`src/rtl/dvp_frame_tx.sv`:
```
// dvp_frame_tx: DVP camera transmitter, serializes FIFO words into PCLK/VSYNC/HREF/DATA frames.
// Optional test pattern source is enabled by defining DVP_TX_TEST_PATTERN_EN.
module dvp_frame_tx #(
   parameter int H_ACTIVE = 640,
   parameter int V_ACTIVE = 480,
   parameter int H_BLANK  = 16,
   parameter int V_FRONT  = 8,
   parameter int V_BACK   = 8,
   parameter int CNTW     = 12
) (
   input  logic        WBs_CLK_i,
   input  logic        WBs_RST_i,
   input  logic        start_i,
   output logic        busy_o,
   output logic        frame_done_o,
   output logic        underrun_o,
   input  logic [31:0] word_i,
   input  logic        word_valid_i,
   output logic        word_pop_o,
   input  logic        pattern_sel_i,
   output logic        PCLK_o,
   output logic        VSYNC_o,
   output logic        HREF_o,
   output logic [7:0]  DATA_o
);
   typedef enum logic [2:0] {IDLE, VFRONT, LINE, HBLANK, VBACK} state_t;
   state_t          r_state, w_nstate;
   logic            r_phase, r_stall, r_busy, r_done, r_under, r_pclk, r_vsync, r_href;
   logic [7:0]      r_data;
   logic [31:0]     r_shift;
   logic [CNTW-1:0] r_cnt, r_line, w_lim, w_ncnt;
   logic            w_last, w_need, w_pop, w_pat;
`ifdef DVP_TX_TEST_PATTERN_EN
   logic r_pat;
   // pattern select is captured with the accepted start and held for the frame
   always_ff @(posedge WBs_CLK_i or posedge WBs_RST_i)
      if (WBs_RST_i) r_pat <= 1'b0;
      else if (r_state == IDLE && start_i) r_pat <= pattern_sel_i;
   assign w_pat = r_pat;
`else
   logic w_unused;
   assign w_unused = pattern_sel_i;
   assign w_pat    = 1'b0;
`endif
   // tick limit of the current state, successor state and the word-fetch request
   always_comb begin
      w_lim = r_state == VFRONT ? CNTW'(V_FRONT - 1) :
              r_state == LINE   ? CNTW'(H_ACTIVE - 1) :
              r_state == HBLANK ? CNTW'(H_BLANK - 1) : CNTW'(V_BACK - 1);
      w_last = r_cnt == w_lim;
      w_ncnt = w_last ? '0 : r_cnt + 1'b1;
      w_nstate = r_state;
      if (w_last)
         w_nstate = (r_state == VFRONT || r_state == HBLANK) ? LINE :
                    r_state == LINE  ? (r_line == CNTW'(V_ACTIVE - 1) ? VBACK : HBLANK) :
                    r_state == VBACK ? IDLE : r_state;
      w_need = r_stall | (r_phase && r_state != IDLE && w_nstate == LINE && w_ncnt[1:0] == 2'd0 && !w_pat);
      w_pop = w_need & word_valid_i;
   end
   // frame sequencer: tick phases, counters, framing outputs and byte serializer
   always_ff @(posedge WBs_CLK_i or posedge WBs_RST_i) begin
      if (WBs_RST_i) begin
         r_state <= IDLE;
         r_phase <= 1'b0;
         r_stall <= 1'b0;
         r_busy  <= 1'b0;
         r_done  <= 1'b0;
         r_under <= 1'b0;
         r_pclk  <= 1'b0;
         r_vsync <= 1'b0;
         r_href  <= 1'b0;
         r_data  <= 8'h00;
         r_shift <= 32'h0;
         r_cnt   <= '0;
         r_line  <= '0;
      end else begin
         r_done <= 1'b0;
         if (r_state == IDLE) begin
            r_pclk <= 1'b0;
            if (start_i) begin
               r_state <= VFRONT;
               r_busy  <= 1'b1;
               r_under <= 1'b0;
               r_vsync <= 1'b1;
               r_href  <= 1'b0;
               r_cnt   <= '0;
               r_line  <= '0;
               r_phase <= 1'b0;
            end
         end else if (!r_phase) begin
            if (!r_stall) begin
               r_phase <= 1'b1;
               r_pclk  <= 1'b1;
            end else if (word_valid_i) begin
               r_stall <= 1'b0;
               r_shift <= word_i;
               r_data  <= word_i[31:24];
            end
         end else begin
            r_phase <= 1'b0;
            r_pclk  <= 1'b0;
            r_state <= w_nstate;
            r_cnt   <= w_ncnt;
            r_vsync <= w_nstate != IDLE;
            r_href  <= w_nstate == LINE;
            if (r_state == LINE && w_last) r_line <= r_line + 1'b1;
            if (w_nstate == IDLE) begin
               r_busy <= 1'b0;
               r_done <= 1'b1;
            end
            if (w_nstate != LINE) r_data <= 8'h00;
            else if (w_pat) r_data <= w_ncnt == '0 ? 8'h00 : r_data + 8'h01;
            else if (w_ncnt[1:0] != 2'd0) begin
               r_data  <= r_shift[23:16];
               r_shift <= {r_shift[23:0], 8'h00};
            end else if (word_valid_i) begin
               r_shift <= word_i;
               r_data  <= word_i[31:24];
            end else begin
               r_stall <= 1'b1;
               r_under <= 1'b1;
            end
         end
      end
   end
   assign busy_o       = r_busy;
   assign frame_done_o = r_done;
   assign underrun_o   = r_under;
   assign word_pop_o   = w_pop;
   assign PCLK_o       = r_pclk;
   assign VSYNC_o      = r_vsync;
   assign HREF_o       = r_href;
   assign DATA_o       = r_data;
endmodule
```
`config.mk`:
```
export PLATFORM = sky130hd
export DESIGN_NAME = dvp_frame_tx
export DESIGN_NICKNAME = d
export VERILOG_FILES = /design/src/rtl/dvp_frame_tx.sv
export SDC_FILE = /design/constraint.sdc
export NUM_CORES = 1
export LEC_CHECK = 0
export BUFFER_PORTS_ARGS = -buffer_cell sky130_fd_sc_hd__buf_4
export CORE_ASPECT_RATIO = 0.5
export CORE_MARGIN = 1.5
export CORE_UTILIZATION = 54
export CTS_BUF_LIST = sky130_fd_sc_hd__clkbuf_8
export DETAILED_ROUTE_END_ITERATION = 6
export PLACE_DENSITY = 0.88
export SYNTH_ARGS = -nofsm -noshare
export SYNTH_HDL_FRONTEND = slang
export SYNTH_SLANG_ARGS = --single-unit
```
`constraint.sdc`:
```
create_clock -name WBs_CLK_i -period 2.2 [get_ports WBs_CLK_i]
set_input_delay 0 -clock WBs_CLK_i [delete_from_list [all_inputs] [get_ports WBs_CLK_i]]
set_output_delay 0 -clock WBs_CLK_i [all_outputs]
set_load 0.05 [all_outputs]
```
## Yosys cells after proc, flatten, opt, wreduce, memory -nomap -nowiden

Cells that the tools add are included.

- Eq/ne operators: 16
- Multiplexer cells: 54
- Add/subtract/negate cells: 2
- Reduce and logical (&&, ||, !) cells: 22
- Bitwise logic cells: 3

Operators with widths:

| kind | number |
|---|---|
| 32-bit 2-to-1 mux | 5 |
| 12-bit 2-to-1 mux | 7 |
| 8-bit 2-to-1 mux | 5 |
| 1-bit 2-to-1 mux | 26 |
| 12-bit by 1-bit adder with 12-bit output (second input constant) | 2 |
| 3-bit 2-to-1 mux | 8 |
| 10-bit 2-to-1 mux | 2 |
| 12-bit by 10-bit equality test with 1-bit output | 1 |
| 12-bit by 9-bit equality test with 1-bit output (second input constant) | 1 |
| 2-bit inequality test (second input constant) | 6 |
| 2-bit nonzero test | 5 |
| 3-bit by 2-bit equality test with 1-bit output (second input constant) | 3 |
| 3-bit AND reduction | 3 |
| 3-bit logical NOT | 2 |
| 3-bit by 2-bit inequality test with 1-bit output (second input constant) | 2 |
| 3-bit nonzero test | 2 |
| 5-bit AND reduction | 1 |
| 1-bit logical AND | 4 |
| 4-bit 2-to-1 mux | 1 |
| 2-bit AND reduction | 2 |
| 4-bit AND reduction | 1 |
| 3-bit by 1-bit equality test with 1-bit output (second input constant) | 1 |
| 3-bit equality test (second input constant) | 1 |
| 2-bit logical NOT | 1 |
| 5 further kinds | 5 |

- Output and inout port bits: 15
- Input bits: 37
- Logic and storage cells: 110
- Bits in registers: 75

## Depth between registers and ports, before layout

- Depth after elaboration: 11
- Mapped depth: 8
- Gate-level depth less buffers: 6

## Worst setup path after synthesis

OpenSTA, ideal clock, no wires.

- Kind: register to output
- From: register r_cnt[4]
- To: output port word_pop_o
- Path buffers: 2
- Cell stages (with the launch flop): 8
- Required time: 2.200 ns
- Arrival time: 2.222 ns
- Path slack: -0.022 ns
- Cells stage by stage: dfrtp_1 -> or4_1 -> nor3_1 -> and3_1 -> buf_2 -> buf_2 -> o21ai_1 -> nand2_1

- Longest elaborated chain between the ends: 7
- Elaborated cells between the ends (all ways): 9
- Those cells by class: 2 x eq/ne; 2 x mux; 2 x bitwise; 3 x reduce/logical

Ends and longest elaborated chain:

| item | line | source |
|---|---|---|
| start: declaration | 31 | `logic [CNTW-1:0] r_cnt, r_line, w_lim, w_ncnt;` |
| start signal: assignment | 103 | `r_cnt <= w_ncnt;` |
| 12-bit by 10-bit equality test with 1-bit output * | 50 | `w_last = r_cnt == w_lim;` |
| 3-bit 2-to-1 mux | 53 | `if (w_last)` |
| 3-bit by 2-bit equality test with 1-bit output | 57 | `w_need = r_stall \| (r_phase && r_state != IDLE && w_nstate == LINE && w_ncnt[1:0] == 2'd0 && !w_pat);` |
| 1-bit logical AND | 57 |  |
| 1-bit logical AND * | 57 |  |
| 1-bit bitwise OR * | 57 |  |
| 1-bit bitwise AND * | 58 | `w_pop = w_need & word_valid_i;` |
| end: declaration | 19 | `output logic word_pop_o,` |

Every way passes the cells marked *; elsewhere a longest branch is shown, timed or not.

## Worst setup path in the final report

- From: register r_cnt[7]
- To: output port word_pop_o

Same word-level chain as after synthesis.

==> reports/qor.csv <==
stage,metric,value,unit
run_status,outcome,completed,
setup_path,Max stage delay on crit path,0.58,ns
grt,first-pass GRT wire length,17.3,mm
cts,Num CTS Buffers,9,
run,max capacitance violation total,0,
yosys,syn avg cell area,9.17,sq um
worst_hold_path,WHS Endpoint,DATA_o[1]$_DFFE_PP0P_,
yosys,post-synthesis sequential area ratio,0.430,
setup_path,CP max-delay cell,or4b_4,
grt,largest net degree at the start of global routing,55,
yosys,syn_nets,465,
drt,# DRC,0,
yosys,"Top FF cell, synth",dfrtp_1,
sta,max-slew violations,0,
drt,DR vias/cell,6.24,
cells_and_area,layout cell share with drive strength beyond 1,0.296,
sta,Final min period,2.20,ns
sta,Tightest Pin Transition,0.725,ns
yosys,post-synthesis async set-or-reset flop share,1.00,
floorplanning,die outline width,123,microns
cts,clock slew at reported path FFs,0.07,ns
drt,WL/cell,17.7,microns
yosys,synth top area cells,"dfrtp_1 43%, o21ai_0 5.4%, a21oi_1 3.9%",
yosys,cells after synthesis,425,
worst_hold_path,Worst Hold Depth,5,
grt,vias in the first global route,3572,
drt,drt total wl,10.9,mm
grt,overall routing resource usage,0.293,
yosys,top-area cell type share of the netlist area,0.430,
cts,Clock Sinks,67,
cts,H-tree depth,3,
yosys,dominant cell type by area after synthesis,dfrtp_1,
cts,Clock Latency Late Sink,0.36,ns
drt,routed vias,3839,
cts,CTS root buffer,clkbuf_8,
pwr,overall power,5.47,mW
yosys,Ys Warns,0,
sta,RSZ-0062 raised after global routing,true,
setup_path,CP Data Required Time,2.20,ns
setup_path,Worst Reg2Reg Path Length in Cells,5,
grt,initial antenna violation count,0,
drt,DR pass1 iterations,5,
place,Placed Area,4660,sq um
cts,TritonCTS clock tree,built,
setup_path,CP Max Fanout,13,
cells_and_area,Post-Layout Inst Area,5060,sq um
floorplanning,DIE AREA,7770,sq um
setup_path,worst r2r src,r_cnt[7]$_DFFE_PP0P_,
pwr,Pleak,2.28,nW
sta,Hold Fails Final Rpt,0,
setup_path,kind of end point of the critical path,primary output,
drt,DRT iter0 DRCs,390,
drt,final antenna-violating net count,0,
sta,achievable frequency,455,MHz
worst_hold_path,worst hold path type,in2reg,
yosys,"Cell Area, Synth",3900,sq um
floorplanning,# rows,21,
sta,Final setup violation count,0,
place,DP HPWL,7.32,mm
setup_path,critical path launch point,r_cnt[7]$_DFFE_PP0P_,
sta,worst setup margin,0.00321,ns
pwr,VDD IR max,0.000454,V
sta,fin crit share,0.999,
setup_path,Worst Setup Start Kind,flop,
place,pre-CTS setup slack,-0.114,ns
yosys,Post-synth EDFFs,0,
place,PortBufs,50,
pwr,Power per Cell Area,1080,nW/um^2
floorplanning,Initial Utilization,0.571,
grt,GRT overflow,0,
yosys,Netlist cell types,53,
sta,Clock Skew,0.00687,ns
floorplanning,# IOs,52,
yosys,Seq cells post-synth,67,
setup_path,Worst R2R Setup Slack,0.03,ns
worst_hold_path,hold_sp,word_i[25],
cells_and_area,# diodes,0,
floorplanning,core area,6830,sq um
place,GP Congestion,0.885,
sta,Worst slew margin,0.513,
floorplanning,Die Y,63.1,microns
setup_path,critical path class,reg2out,
cells_and_area,P&R area growth vs syn,29.8,%
cts,CTS Buffer Depth,2,
cells_and_area,final core utilization,0.741,
setup_path,CP arrival,2.20,ns
cells_and_area,nets,558,
setup_path,FF-to-FF End,busy_o$_DFFE_PP0P_,
setup_path,worst path cell trace,or4b_4 -> nor2_1 -> buf_4 -> and3_4 -> o21ai_2 -> nand2_2 -> buf_6,
-- stage by stage --
step / hold WS [ns] / TNS [ns] / cells
2_1_floorplan: 0.140 / 0 / 425
3_3_place_gp: 0.0743 / -0.00402 / 586
3_5_place_dp: 0.0697 / -1.28 / 586
4_1_cts: 0.0558 / -0.0154 / 612
5_1_grt: 0.112 / -0.245 / 615
6_report: 0.0668 / 0 / 615
-- layout by cell type, fill, tap and decap left out, types with 6 or more instances in the layout --
master         count
inv_1             10
o21ai_0           42
or2_2             17
nand2b_1          11
dlygate4sd3_1     10
o211ai_1           6
dfrtp_1           67
clkbuf_8          11
o31ai_1           17
a22o_1            10
a21oi_1           27
buf_4             91
o2bb2ai_1         15
nand4_1            6
nor2_1            15
or3_1              8
nand3_1           10
a211o_1            6
nand2_1           35
nand3b_1          16
mux2i_1            9
-- flip-flops by register name (all words and copies together) (netlist names) --
name and flops:
frame_done_o 1, PCLK_o 1, HREF_o 1, r_cnt 12, r_state 3, underrun_o 1
r_stall 1, busy_o 1, DATA_o 8, r_line 12, r_shift 24, r_phase 1
VSYNC_o 1
-- what timing repair did --
action / 4_1_cts / 5_1_grt
buffers inserted: 1 / 2
setup endpoints to repair: 27 / 27
endpoints found under the hold margin: 31 / 0
hold buffers: 10 / 0
pin swaps: 3 / 3
gates resized for setup: 13 / 13
gates cloned: 0 / 1
-- cell families (layout without fill, tap and decap cells) --
kind of cell / after synthesis / count (layout) / share of synthesized area
mux: 9 / 9 / 0.0231
simple gates: 153 / 153 / 0.230
buf+inv: 34 / 131 / 0.0350
xor+xnor: 8 / 8 / 0.0180
fa+ha+maj: 3 / 3 / 0.00963
compound gates: 151 / 152 / 0.254
flops: 67 / 67 / 0.430
-- cell type report --
class / count / area [sq um]
sequential: 67 / 1680
clock inverter: 5 / 21.3
clock buffer: 11 / 151
tap: 92 / 115
fill: 464 / 1770
inverter: 8 / 30.0
multi-input combinational: 325 / 2200
timing repair buffer: 107 / 868
-- per-layer routing --
metal,vias up,global-route usage,wire length [microns],share of wire
li1,1779,-,-,-
met1,1859,0.399,4930,0.45
met2,181,0.450,4940,0.45
met3,20,0.0761,793,0.073
met4,0,0.111,223,0.020
met5,-,0,0,0
-- how the worst max path moves through the flow --
stage                             endpoint  cells past startpoint
floorplan               busy_o$_DFFE_PP0P_                      6
global placement      r_cnt[2]$_DFFE_PP0P_                      6
detailed placement  r_state[1]$_DFFE_PP0P_                      6
CTS                             word_pop_o                      8
global route                    word_pop_o                      7
finish                          word_pop_o                      7
-- critical path, delay by kind of cell (launching register included) --
family                 cells  cell delay, ns
AO/OA/AOI/OAI              1            0.09
buffers and inverters      2            0.31
flip-flops                 1            0.39
AND/OR/NAND/NOR            4            1.04
-- power by group --
| part | switching (mW) | leakage [nW] | total (mW) | internal, mW |
|---|---|---|---|---|
| Sequential | 0.389 | 0.826 | 2.08 | 1.70 |
| Combinational | 1.41 | 1.36 | 2.47 | 1.07 |
| Clock | 0.458 | 0.103 | 0.913 | 0.454 |
| Total | 2.26 | 2.28 | 5.47 | 3.22 |
-- synthesized netlist by cell type, types with 2 or more instances --
cell type  instances
a211o_1            6
a21oi_1           30
a22o_1            10
a31oi_1            5
and2_1             3
and3_1             4
buf_2              7
clkbuf_1          18
dfrtp_1           67
ha_1               3
inv_1              8
mux2i_1            9
nand2_1           37
nand2b_1          11
nand3_1           10
nand3b_1          16
nand4_1            6
nor2_1            15
nor2b_1            2
nor3_1             7
nor3b_1            2
o211ai_1           6
o21ai_0           42
o21ai_1            6
o2bb2ai_1         15
o31a_1             2
o31ai_1           18
o31ai_2            2
or2_2             17
or3_1              9
or4_1              4
xnor2_1            3
xor2_1             5
Power figures use the tool's default switching activity.
